`config.mk`:
```
export PLATFORM = sky130hd
export DESIGN_NAME = serial_compare_ctrl
export DESIGN_NICKNAME = d
export VERILOG_FILES = /design/src/rtl/serial_compare_ctrl_pkg.sv /design/src/rtl/serial_compare_ctrl_greater_than.sv /design/src/rtl/serial_compare_ctrl.sv
export SDC_FILE = /design/constraint.sdc
export NUM_CORES = 1
export LEC_CHECK = 0
export CAP_MARGIN = 5
export CORE_UTILIZATION = 54
export CTS_CLUSTER_DIAMETER = 40
export CTS_CLUSTER_SIZE = 10
export DETAILED_ROUTE_END_ITERATION = 7
export PLACE_DENSITY = 0.83
export SLEW_MARGIN = 20
export SYNTH_ARGS = -nofsm -noshare
export SYNTH_HDL_FRONTEND = slang
export SYNTH_SLANG_ARGS = --single-unit
export TNS_END_PERCENT = 100
```
`constraint.sdc`:
```
create_clock -name clk -period 3.9 [get_ports clk]
set_clock_uncertainty 0.2 [all_clocks]
set_input_delay 0.39 -clock clk [delete_from_list [all_inputs] [get_ports clk]]
set_output_delay 0.39 -clock clk [all_outputs]
set_load 0.02 [all_outputs]
```
`src/rtl/serial_compare_ctrl_pkg.sv`:
```
// Shared definitions for the serial magnitude-compare controller:
// FSM state encoding, one-hot result codes and slice-index sizing.
package serial_compare_ctrl_pkg;

  typedef enum logic [1:0] {
    ST_IDLE = 2'b00,
    ST_SCAN = 2'b01,
    ST_DONE = 2'b10,
    ST_RSVD = 2'b11
  } state_e;

  // Result codes ordered {gt, eq, lt}
  localparam logic [2:0] RES_GT = 3'b100;
  localparam logic [2:0] RES_EQ = 3'b010;
  localparam logic [2:0] RES_LT = 3'b001;

  function automatic int unsigned idx_width(input int unsigned nslice);
    return (nslice > 1) ? $clog2(nslice) : 1;
  endfunction

endpackage

```
`src/rtl/serial_compare_ctrl_greater_than.sv`:
```
// 2-bit unsigned greater-than comparator, time-shared across operand slices.
module serial_compare_ctrl_greater_than (
  input  logic [1:0] a_i,
  input  logic [1:0] b_i,
  output logic       gt_c_o
);

  assign gt_c_o = (a_i > b_i);

endmodule

```
`src/rtl/serial_compare_ctrl.sv`:
```
// MSB-first serial magnitude compare, two bits per cycle, start/done handshake.
// Define EARLY_EXIT_EN to finish on the first differing slice instead of a fixed latency.
module serial_compare_ctrl
  import serial_compare_ctrl_pkg::*;
#(
  parameter int unsigned WIDTH = 8
) (
  input  logic                                clk,
  input  logic                                rst_n,
  input  logic                                start,
  input  logic [WIDTH-1:0]                    a,
  input  logic [WIDTH-1:0]                    b,
  output logic                                busy,
  output logic                                done,
  output logic                                a_gt_b,
  output logic                                a_eq_b,
  output logic                                a_lt_b,
  output logic [idx_width(WIDTH/2)-1:0]       slice_idx
);

  localparam int unsigned NSLICE = WIDTH / 2;
  localparam int unsigned IDX_W  = idx_width(NSLICE);
  localparam logic [IDX_W-1:0] LAST_IDX = IDX_W'(NSLICE - 1);

  state_e             state_q;
  logic [WIDTH-1:0]   a_q, b_q;
  logic [IDX_W-1:0]   idx_q;
  logic               dec_q, gt_q;
  logic               busy_q, done_q;
  logic [2:0]         res_q;

  logic [1:0]         a_sl_c, b_sl_c;
  logic               gt_c, eq_c, exit_c;

  // Select the slice under examination from the latched operands
  always_comb begin
    a_sl_c = '0;
    b_sl_c = '0;
    for (int unsigned k = 0; k < NSLICE; k++) begin
      if (idx_q == IDX_W'(k)) begin
        a_sl_c = a_q[2*k +: 2];
        b_sl_c = b_q[2*k +: 2];
      end
    end
  end

  serial_compare_ctrl_greater_than u_gt (
    .a_i    (a_sl_c),
    .b_i    (b_sl_c),
    .gt_c_o (gt_c)
  );

  assign eq_c = (a_sl_c == b_sl_c);

  always_comb begin
    exit_c = (idx_q == '0);
`ifdef EARLY_EXIT_EN
    if (!dec_q && !eq_c) exit_c = 1'b1;
`endif
  end

  // Control FSM; verdict is sticky once the first differing slice is seen
  always_ff @(posedge clk) begin
    if (!rst_n) begin
      state_q <= ST_IDLE;
      a_q     <= '0;
      b_q     <= '0;
      idx_q   <= LAST_IDX;
      dec_q   <= 1'b0;
      gt_q    <= 1'b0;
      busy_q  <= 1'b0;
      done_q  <= 1'b0;
      res_q   <= '0;
    end else begin
      done_q <= 1'b0;
      case (state_q)
        ST_IDLE: begin
          if (start) begin
            a_q     <= a;
            b_q     <= b;
            res_q   <= '0;
            idx_q   <= LAST_IDX;
            dec_q   <= 1'b0;
            gt_q    <= 1'b0;
            busy_q  <= 1'b1;
            state_q <= ST_SCAN;
          end
        end
        ST_SCAN: begin
          if (!dec_q && !eq_c) begin
            dec_q <= 1'b1;
            gt_q  <= gt_c;
          end
          if (exit_c) begin
            state_q <= ST_DONE;
          end else begin
            idx_q <= idx_q - IDX_W'(1);
          end
        end
        ST_DONE: begin
          done_q  <= 1'b1;
          busy_q  <= 1'b0;
          res_q   <= dec_q ? (gt_q ? RES_GT : RES_LT) : RES_EQ;
          state_q <= ST_IDLE;
        end
        default: begin
          busy_q  <= 1'b0;
          state_q <= ST_IDLE;
        end
      endcase
    end
  end

  assign busy      = busy_q;
  assign done      = done_q;
  assign a_gt_b    = res_q[2];
  assign a_eq_b    = res_q[1];
  assign a_lt_b    = res_q[0];
  assign slice_idx = idx_q;

endmodule
```
Yosys cells after proc, flatten, opt, wreduce, memory -nomap -nowiden
Index checks and enable logic that the tools add are counted.
{"block": "word_totals", "ff_bits": 27, "latchBits": 0, "mem_bits_rw": 0, "mem_bits_ro": 0, "in_bits": 19, "out_inout_bits": 7, "wordCells": 61, "memories": 0}
{"block": "classes", "addsub": 1, "mul": 0, "div_mod_pow": 0, "order_cmp": 1, "n_eq_ne": 10, "shift": 0, "n_mux": 26, "n_bitwise": 1, "n_reduce_logical": 13}
{"cell": "$mux 2", "count": 12}
{"cell": "$mux 3", "count": 3}
{"cell": "$ne 2x2->1 const B", "count": 4}
{"cell": "$pmux 2 s2", "count": 2}
{"cell": "$reduce_and 2->1", "count": 4}
{"cell": "$eq 2x2->1 const B", "count": 3}
{"cell": "$pmux 1 s2", "count": 3}
{"cell": "$pmux 3 s2", "count": 1}
{"cell": "$reduce_and 3->1", "count": 2}
{"cell": "$mux 1", "count": 5}
{"cell": "$eq 2x1->1 const B", "count": 2}
{"cell": "$logic_not 2->1", "count": 2}
{"cell": "$reduce_bool 2->1", "count": 2}
{"cell": "$eq 2x2->1", "count": 1}
{"cell": "$gt 2x2->1", "count": 1}
{"cell": "$logic_not 1->1", "count": 2}
{"cell": "$sub 2x1->2 const B", "count": 1}
{"cell": "$logic_and 1x1->1", "count": 1}
{"cell": "$not 1->1", "count": 1}

Depth between registers and ports, before layout
Gate-level depths: netlist of the first run.
{"block": "depth", "word_depth": 10, "ltp_mapped": 10, "depth_no_buf": 9}

Hierarchy
Synthesis of the first run repeated with hierarchy kept, for this count alone.
{"block": "unflattened", "hier_cells": 157, "area_unflattened_um2": 1348.8}
{"module": "serial_compare_ctrl", "n_inst": 1, "cells_per_inst": 151, "area_per_inst_um2": 1301.2, "seq_area_each_um2": 540.5}
{"module": "serial_compare_ctrl_greater_than", "n_inst": 1, "cells_per_inst": 6, "area_per_inst_um2": 47.5, "seq_area_each_um2": 0.0}

Worst setup path before layout of the first run
No wires, ideal clock.
{"block": "synth_path", "kind": "register to register", "from": "register idx_q[0], in the netlist slice_idx[0]", "to": "register gt_q", "arrival_ns": 1.915, "t_required_ns": 3.578, "path_slack_ns": 1.664, "stages_incl_launch_ff": 11, "n_path_buf": 1, "synth_period_minus_slack_ns": 2.236, "cell_sequence": "dfxtp_1 -> inv_1 -> ha_1 -> clkbuf_1 -> a21oi_1 -> o21ai_0 -> a22o_1 -> ha_1 -> nor2b_1 -> o21ai_0 -> mux2i_1"}
{"block": "synth_via", "elab_chain_cells": 10, "word_cells_on_any_way": 20, "cone_classes": "order compare: 1; eq/ne: 5; mux: 10; reduce/logical: 4"}
{"element": "from (decl)", "line_no": "serial_compare_ctrl.sv:27", "text": "logic [IDX_W-1:0] idx_q;"}
{"element": "from (signal assigned)", "line_no": "serial_compare_ctrl.sv:97", "text": "idx_q <= idx_q - IDX_W'(1);"}
{"element": "$logic_not 2->1", "line_no": "serial_compare_ctrl.sv:40", "text": "if (idx_q == IDX_W'(k)) begin"}
{"element": "$mux 2 (4 in a row)", "line_no": "serial_compare_ctrl.sv:40"}
{"element": "$eq 2x2->1", "line_no": "serial_compare_ctrl.sv:53", "text": "assign eq_c = (a_sl_c == b_sl_c);"}
{"element": "$logic_not 1->1", "line_no": "serial_compare_ctrl.sv:90", "text": "if (!dec_q && !eq_c) begin"}
{"element": "$logic_and 1x1->1", "line_no": "serial_compare_ctrl.sv:90"}
{"element": "$ne 2x2->1 (no source line)"}
{"element": "$reduce_and 3->1 (no source line)"}
{"element": "to (signal assigned)", "line_no": "serial_compare_ctrl.sv:92", "text": "gt_q <= gt_c;"}
{"element": "to (decl)", "line_no": "serial_compare_ctrl.sv:28", "text": "logic dec_q, gt_q;"}
Parallel ways exist; a longest one is shown, timed or not. The select of a mux whose other input is x is not followed.
A chain may end at the register's enable or synchronous reset.

Worst setup path after layout of the first run
{"block": "layout_path", "from": "register idx_q[1], in the netlist slice_idx[1]", "to": "register gt_q"}
The elaborated chain is that of the path after synthesis.

==> impl_metrics.tcl, run 1 <==
set metrics [dict create \
    synth_seq_cells 27 \
    cts.sink_count 27 \
    gr-total-overflow 0 \
    tritoncts "done" \
    area_delta_synth_final_pct 19.14 \
    grt_pass1_wl_mm 4.498 \
    rsz0062_at_grt "false" \
    max_cap_violations 0 \
    ys.warnings.count 0 \
    worst_slew_pin_slew_ps 838.9 \
    grt_max_degree 31 \
    drc_errors 0 \
    dpl.hpwl_mm 1.796 \
    syn_area_um2 1287 \
    via_per_inst 5.325 \
    n_antenna_cell 0 \
    status "finished, final reports clean" \
    layout_min_cycle_time_ps 2205 \
    power_density_nw_per_um2 333.0 \
    postCtsSetupBuffers 0 \
    drive_gt1_share_pct 4.734 \
    cp.required_ps 3910 \
    cts_hold_buffers 0 \
    setup_tns_ps 0 \
    rows 17 \
    final-hold-violation-count 0 \
    clock_latency_ps 320 \
    vias 1049 \
    gp_congestion 0.8045 \
    drtAntennaViolNets 0 \
    place_area_um2 1508 \
    die_h_um 50.83 \
    finalCritPeriodShare_pct 56.54 \
    die_area_um2 2584 \
    grt_use_total_pct 23.54 \
    ff_latch_area_um2 540.5 \
    p_leak_uw 0.0006049 \
    fmax_mhz 453.5 \
    multi_input_area_um2 659.4 \
    die_x_um 50.83 \
    syn-mean-instance-area_um2 8.641 \
    start_util_pct 57.65 \
    path_clk_slew_ps 140 \
    syn-num-nets 174 \
    drt-pass1-iter-count 4 \
    crit_type "reg -> reg" \
    worstHoldPathType "reg -> reg" \
    totalPowerFinal_uw 510.8 \
    drtIter0Drc 11 \
    fin_area_um2 1534 \
    drt_wl_total_mm 2.511 \
    irDropWorstVdd_uv 230.8 \
    critPathArrivalTime_ps 2220 \
    crit_fanout 8 \
    port-buffer-count 25 \
    setup_viol 0 \
    grt_antenna_before_repair 0 \
    maxSlewHeadroom_pct 43.90 \
    htree_levels 1 \
    cts_resized 0 \
    yosysSeqAreaShare_pct 41.98 \
    core-area_um2 2233 \
    nets 195 \
    clockBufferDepth 2 \
    cts_buffers 3 \
    drv_slew 0 \
    critPathLaunchType "register" \
    nFillCells 196 \
    wire_per_inst_um 12.75 \
    ios 26 \
    yosysUniqueCellTypes 32 \
    grt_pass1_vias 1081 \
    syn_inst 149 \
    root_buffer "clkbuf_4" \
    crit_path_end_kind "register" \
    final_core_util_pct 68.68 \
]
cells in the mapped netlist:
library cell | n | share of area, %
nor2_1 | 2 | 0.58
a31oi_1 | 3 | 1.5
or3b_4 | 1 | 0.87
inv_1 | 6 | 1.7
a21boi_2 | 1 | 0.87
nor3b_1 | 2 | 1.2
nand3_1 | 2 | 0.78
clkbuf_1 | 3 | 0.87
o21ai_0 | 5 | 1.9
buf_1 | 1 | 0.29
ha_1 | 6 | 5.8
dfxtp_1 | 27 | 42
nand3_2 | 1 | 0.78
and3_1 | 2 | 0.97
and2_1 | 1 | 0.49
nand2_1 | 40 | 12
and4b_1 | 1 | 0.78
clkbuf_2 | 1 | 0.39
a22o_1 | 2 | 1.4
a21oi_1 | 8 | 3.1
a22oi_1 | 2 | 1.2
a21boi_0 | 1 | 0.58
nand2b_1 | 1 | 0.49
and4bb_2 | 1 | 0.97
nor3b_4 | 1 | 1.5
a211oi_1 | 1 | 0.58
or2b_1 | 1 | 0.58
buf_6 | 4 | 3.5
and2b_1 | 1 | 0.58
nor2b_1 | 3 | 1.5
a21boi_1 | 17 | 9.9
mux2i_1 | 1 | 0.78
cell families (layout without fill, tap and decap cells):
group,count (synthesis),after routing,synth area share (%)
simple gates,60,60,23.62
compound gates,40,40,20.99
buf+inv,15,35,6.802
fa+ha+maj,6,6,5.831
flops,27,27,41.98
mux,1,1,0.7775
worst max-delay path, stage by stage (launching register included):
cell and delay [ps]:
dfxtp_1 430, inv_1 100, ha_1 280, a21oi_1 150, o21ai_0 90, a22o_1 190, ha_1 300, nor2b_1 130
o21ai_0 130, mux2i_1 100
sequential cells by signal, indices dropped and copies added (netlist names):
name	count
res_q	3
b_q	8
a_q	8
state_q	2
gt_q	1
slice_idx	2
dec_q	1
busy	1
done	1
routing by layer:
metal	GRT usage [%]	routed length, µm	vias up
met1	26.12	1129	480
li1	-	-	541
met3	3.571	76	6
met2	43.33	1262	22
met5	0	0	-
met4	11.57	42	0
report_power, final:
group          leakage (µW)  switching (µW)  internal, µW
Clock             0.0000150            76.8          40.0
Sequential         0.000221            11.6           291
Combinational      0.000369            44.2          47.4
Total              0.000605             133           378
path summary, 6_finish.rpt:
path                startpoint     end  slack [ps]  depth (start not counted)
hold / removal          a_q[5]  a_q[5]         270                          2
setup reg to reg  slice_idx[1]    gt_q        1700                          9
setup / recovery  slice_idx[1]    gt_q        1700                          9
hold reg to reg         a_q[5]  a_q[5]         270                          2
per-stage QoR:
| stage | std cells | hold WS (ps) | worst slack (ps) |
|---|---|---|---|
| 2_1_floorplan | 149 | 235.1 | 1664 |
| 3_3_place_gp | 193 | 244.1 | 1808 |
| 4_1_cts | 197 | 271.1 | 1692 |
| 6_report | 197 | 266.2 | 1695 |
| 5_1_grt | 197 | 290.4 | 1495 |
| 3_5_place_dp | 193 | 251.2 | 1696 |
cell usage in the layout (no fill, tap or decap), drive strengths merged, types with 4 or more instances in the layout:
cell and instances:
clkdlybuf4s50 25, inv 6, clkbuf 4, dfxtp 27, ha 6, nand2 40
a21boi 19, o21ai 5, a21oi 8
final cells by class:
class | count | area share [%]
Multi-Input combinational cell | 107 | 42.99
Tap cell | 28 | 2.284
Clock buffer | 4 | 1.713
Timing Repair Buffer | 25 | 16.31
Inverter | 6 | 1.468
Sequential cell | 27 | 35.24
Note: power is estimated with default switching activity, not from simulation.
==> inputs of run 2 (changes only) <==
- CORE_UTILIZATION: 54 -> 45
- PLACE_DENSITY: 0.83 -> 0.74
- clock period: 3.9 -> 2 ns (I/O delays scaled with it)
==> impl_metrics.tcl, run 2 (synthesis gave the netlist of run 1 again) <==
set metrics [dict create \
    status "finished with violations" \
    failed_checks "negative setup slack" \
    rsz0062_at_grt "true" \
    grt_use_total_pct 19.28 \
    clockBufferDepth 2 \
    layout_common_cells "39 x nand2_1, 25 x dfxtp_1, 25 x clkdlybuf4s50_1" \
    nFillCells 263 \
    root_buffer "clkbuf_4" \
    critical_path.most_common_cell "o21ai_1" \
    layout_min_cycle_time_ps 2061 \
    area_delta_synth_final_pct 27.11 \
    core-area_um2 2734 \
    rows 19 \
    grt_max_degree 31 \
    power_density_nw_per_um2 639.9 \
    p_leak_uw 0.0006217 \
    crit_fanout 8 \
    vias 1104 \
    cts.sink_count 27 \
    drc_errors 0 \
    drv_slew 0 \
    gp_congestion 0.8198 \
    totalPowerFinal_uw 1047 \
    die_h_um 55.49 \
    wire_per_inst_um 13.69 \
    maxSlewHeadroom_pct 74.93 \
    cp_num_cells 9 \
    r2r_cells 9 \
    crit_slowest_cell "dfxtp_2" \
    critPathLaunchType "register" \
    ios 26 \
    pre_cts_ws_ps -78.22 \
    htree_levels 1 \
    fmax_mhz 485.3 \
    setup_viol 1 \
    grt_pass1_vias 1081 \
    irDropWorstVdd_uv 471.3 \
    dpl.hpwl_mm 1.944 \
    multi_input_area_um2 709.4 \
    instances_no_fill 205 \
    drt-pass1-iter-count 4 \
    max_cap_violations 0 \
    dp_cells 199 \
    via_per_inst 5.385 \
    ff_latch_area_um2 545.5 \
    path_clk_slew_ps 160 \
    largestRegisters "a_q: 8 flops, b_q: 8 flops, res_q: 3 flops" \
    critPathArrivalTime_ps 2110 \
    place_area_um2 1539 \
    setup_tns_ps -60.72 \
    drtAntennaViolNets 0 \
    die_x_um 55.49 \
    port-buffer-count 25 \
    finalCritPeriodShare_pct 103.0 \
    crit_type "reg -> reg" \
    clock_latency_ps 340 \
    crit_chain "buf_4 -> ha_4 -> a21oi_2 -> o21ai_1 -> a22o_1 -> ha_1 -> nor2b_1 -> o21ai_1 -> mux2i_1" \
    drtIter0Drc 30 \
    cts_hold_buffers 0 \
    worstHoldPathType "in -> reg" \
    min_path_cells 3 \
    worst_slew_pin_slew_ps 375.2 \
    rrSetupSlack_ps -60 \
    cp_num_buf_inv 1 \
    tritoncts "done" \
    start_util_pct 47.09 \
    cts_buffers 3 \
    grt_antenna_before_repair 0 \
    final-hold-violation-count 0 \
    max_stage_delay_ps 360 \
    grt_pass1_wl_mm 4.685 \
    final_common_cell "nand2_1" \
    gr-total-overflow 0 \
    drive_gt1_share_pct 14.37 \
    fin_area_um2 1637 \
    finalWorstSetupSlack_ps -60.72 \
    die_area_um2 3079 \
    nets 200 \
    drt_wl_total_mm 2.806 \
    cp.required_ps 2050 \
    cpLargestDelayFamily "compound AO/OA/AOI/OAI gates" \
    crit_path_end_kind "register" \
    n_antenna_cell 0 \
]
-- run 2: cell count changes in the layout (fill, tap and decap cells not counted), sizes merged --
cell	change
buf	+5
clkbuf	-1
clkinvlp	+1
-- run 2: per-stage QoR --
stage	utilization [%]	hold slack, ps
5_1_grt	59.86	192.3
3_5_place_dp	56.29	249.4
6_report	59.86	187.1
2_1_floorplan	-	134.8
4_1_cts	59.31	182.8
3_3_place_gp	56.29	246.7
-- run 2: final timing paths --
path,end,start
setup / recovery,gt_q,slice_idx[1]
hold / removal,b_q[1],b[1]
setup reg to reg,gt_q,slice_idx[1]
hold reg to reg,a_q[2],a_q[2]
-- run 2: tightest hold or removal path, stage by stage --
cell and delay (ps):
clkdlybuf4s50_1 400, nand2_1 60, a21boi_1 50
-- run 2: final cells by class --
type / instances / share of cell area (%)
Clock buffer: 3 / 1.376
Sequential cell: 27 / 33.33
Clock inverter: 1 / 0.4587
Timing Repair Buffer: 30 / 17.58
Inverter: 6 / 1.529
Tap cell: 31 / 2.370
Multi-Input combinational cell: 107 / 43.35
-- run 2: where the power goes --
group | switching [µW] | total, µW | leakage, µW | internal (µW)
logic | 97.5 | 204 | 0.000387 | 106
registers | 25.7 | 593 | 0.000221 | 567
clock network | 173 | 250 | 0.0000139 | 76.7
-- run 2: timing repair --
action	CTS	global route
endpoints found under the setup margin	2	2
pin swaps	0	4
setup buffers	2	0
gates cloned	0	0
resized for setup	7	7
-- run 2: per-layer routing --
layer / up-vias / track usage (%) / wire, µm
met1: 519 / 25.22 / 1318
met2: 22 / 31.33 / 1334
li1: 553 / - / -
met5: - / 0 / 0
met3: 10 / 2.576 / 85
met4: 0 / 9.286 / 67
==> inputs of run 3 (changes only) <==
- GPL_TIMING_DRIVEN: unset -> 0
==> impl_metrics.tcl, run 3 (synthesis gave the netlist of run 1 again) <==
set metrics [dict create \
    layout_common_cells "39 x nand2_1, 25 x dfxtp_1, 24 x clkdlybuf4s50_1" \
    worst_slew_pin_slew_ps 432.4 \
    largestRegisters "a_q: 8 flops, b_q: 8 flops, res_q: 3 flops" \
    ios 26 \
    p_clk_share_pct 22.5 \
    wire_per_inst_um 13.68 \
    max_cap_violations 0 \
    totalPowerFinal_uw 1034 \
    critPathArrivalTime_ps 2000 \
    p_seq_share_pct 57.2 \
    root_buffer "clkbuf_4" \
    dpl.hpwl_mm 1.995 \
    grt_use_met1_pct 23.04 \
    htree_levels 1 \
    drc_errors 0 \
    fin_area_um2 1670 \
    clockBufferDepth 2 \
    rr_endpoint "gt_q" \
    final_common_cell "nand2_1" \
    nets 204 \
    gr-usage-met2_pct 33.22 \
    drtAntennaViolNets 0 \
    status "finished, final reports clean" \
    setup_viol 0 \
    gp_congestion 0.8253 \
    cts.sink_count 27 \
    r2r_start "slice_idx[1]" \
    irDropWorstVdd_uv 554.4 \
    n_antenna_cell 0 \
    die_x_um 55.49 \
    crit_type "reg -> reg" \
    grt_use_met3_pct 4.684 \
    grt_pass1_vias 1072 \
    gr-total-overflow 0 \
    rrSetupSlack_ps 40 \
    rsz0062_at_grt "true" \
    drv_slew 0 \
    drt-pass1-iter-count 4 \
    setup_tns_ps 0 \
    finalCritPeriodShare_pct 97.98 \
    p_leak_uw 0.0006433 \
    swShare_pct 27.22 \
    power_frac_comb_pct 20.4 \
    clock_latency_ps 320 \
    via_per_inst 5.273 \
    nFillCells 249 \
    switching_power_uw 281.4 \
    layout_min_cycle_time_ps 1960 \
    die_h_um 55.49 \
    port-buffer-count 24 \
    core-area_um2 2734 \
    tritoncts "done" \
    drtIter0Drc 49 \
    maxSlewHeadroom_pct 71.14 \
    dp_cells 204 \
    gr-max-usage-layer "met2" \
    critPathLaunchType "register" \
    grt_pass1_wl_mm 4.636 \
    cp.required_ps 2040 \
    area_delta_synth_final_pct 29.74 \
    grt_antenna_before_repair 0 \
    intPower_uw 752.5 \
    rows 19 \
    grt_use_total_pct 19.05 \
    drive_gt1_share_pct 14.61 \
    cts_buffers 3 \
    endpoint "gt_q" \
    crit_path_end_kind "register" \
    start_util_pct 47.09 \
    path_clk_slew_ps 150 \
    final-hold-violation-count 0 \
    worstHoldPathType "in -> reg" \
    crit_fanout 8 \
    instances_no_fill 209 \
    place_area_um2 1582 \
    grt_max_degree 16 \
    die_area_um2 3079 \
    drt_wl_total_mm 2.859 \
    fmax_mhz 510.3 \
    power_density_nw_per_um2 618.9 \
    cp-startpoint "slice_idx[1]" \
    r2r_cells 9 \
    vias 1102 \
]
-- run 3: cell type report --
cell class | instances | area [µm²] | share of cell area (%)
buffer | 7 | 57.56 | 3.446
clock buffer | 3 | 22.52 | 1.348
clock inverter | 1 | 5.005 | 0.2996
inverter | 6 | 27.53 | 1.648
multi-input combinational | 107 | 705.7 | 42.25
sequential | 27 | 548.0 | 32.81
tap | 31 | 38.79 | 2.322
timing repair buffer | 27 | 265.3 | 15.88
-- run 3: critical path, stage by stage, from the launching register on --
cell     delay, ps
dfxtp_4        410
inv_4           60
ha_4           180
a21oi_1        130
o21ai_1         80
a22o_1         190
ha_1           270
nand2_1         60
nand2_2         80
mux2i_1        220
-- run 3: worst min path at each step --
stage / start / to / slack, ps / cells past startpoint
floorplan: a[0] / a_q[0] / 130 / 2
finish: rst_n / a_q[5] / 50 / 2
global placement: b_q[6] / b_q[6] / 240 / 2
detailed placement: b_q[6] / b_q[6] / 250 / 2
global route: rst_n / a_q[5] / 70 / 2
CTS: rst_n / a_q[5] / 50 / 2
-- run 3: per-stage QoR --
stage | hold WS (ps) | util, % | setup WS, ps
final | 54.81 | 61.10 | 40.44
after global routing | 66.72 | 61.10 | -45.20
after CTS | 54.28 | 60.64 | -2.794
after detailed placement | 246.9 | 57.85 | -42.50
after global placement | 245.0 | 57.85 | -28.42
after floorplan | 134.8 | - | 7.286
-- run 3: repair_timing --
item	CTS	global route
hold buffers	1	0
buffers inserted	1	1
endpoints found under the setup margin	2	1
resized for setup	12	4
pin swaps	3	6
endpoints found under the hold margin	1	0
cloned	0	0
-- run 3: per-layer routing --
| layer | vias to the layer above | part of all wire (%) |
|---|---|---|
| li1 | 561 | - |
| met1 | 515 | 44 |
| met2 | 22 | 51 |
| met3 | 4 | 4.6 |
| met4 | 0 | 0.94 |
| met5 | - | 0 |
-- run 3: power by group through the flow --
stage / Sequential (µW) / Clock [µW] / Combinational, µW
finish: 591 / 232 / 211
global route: 595 / 261 / 233
CTS: 590 / 234 / 209
detailed placement: 601 / 0 / 197
global placement: 599 / 0 / 191
floorplan: 600 / 0 / 123
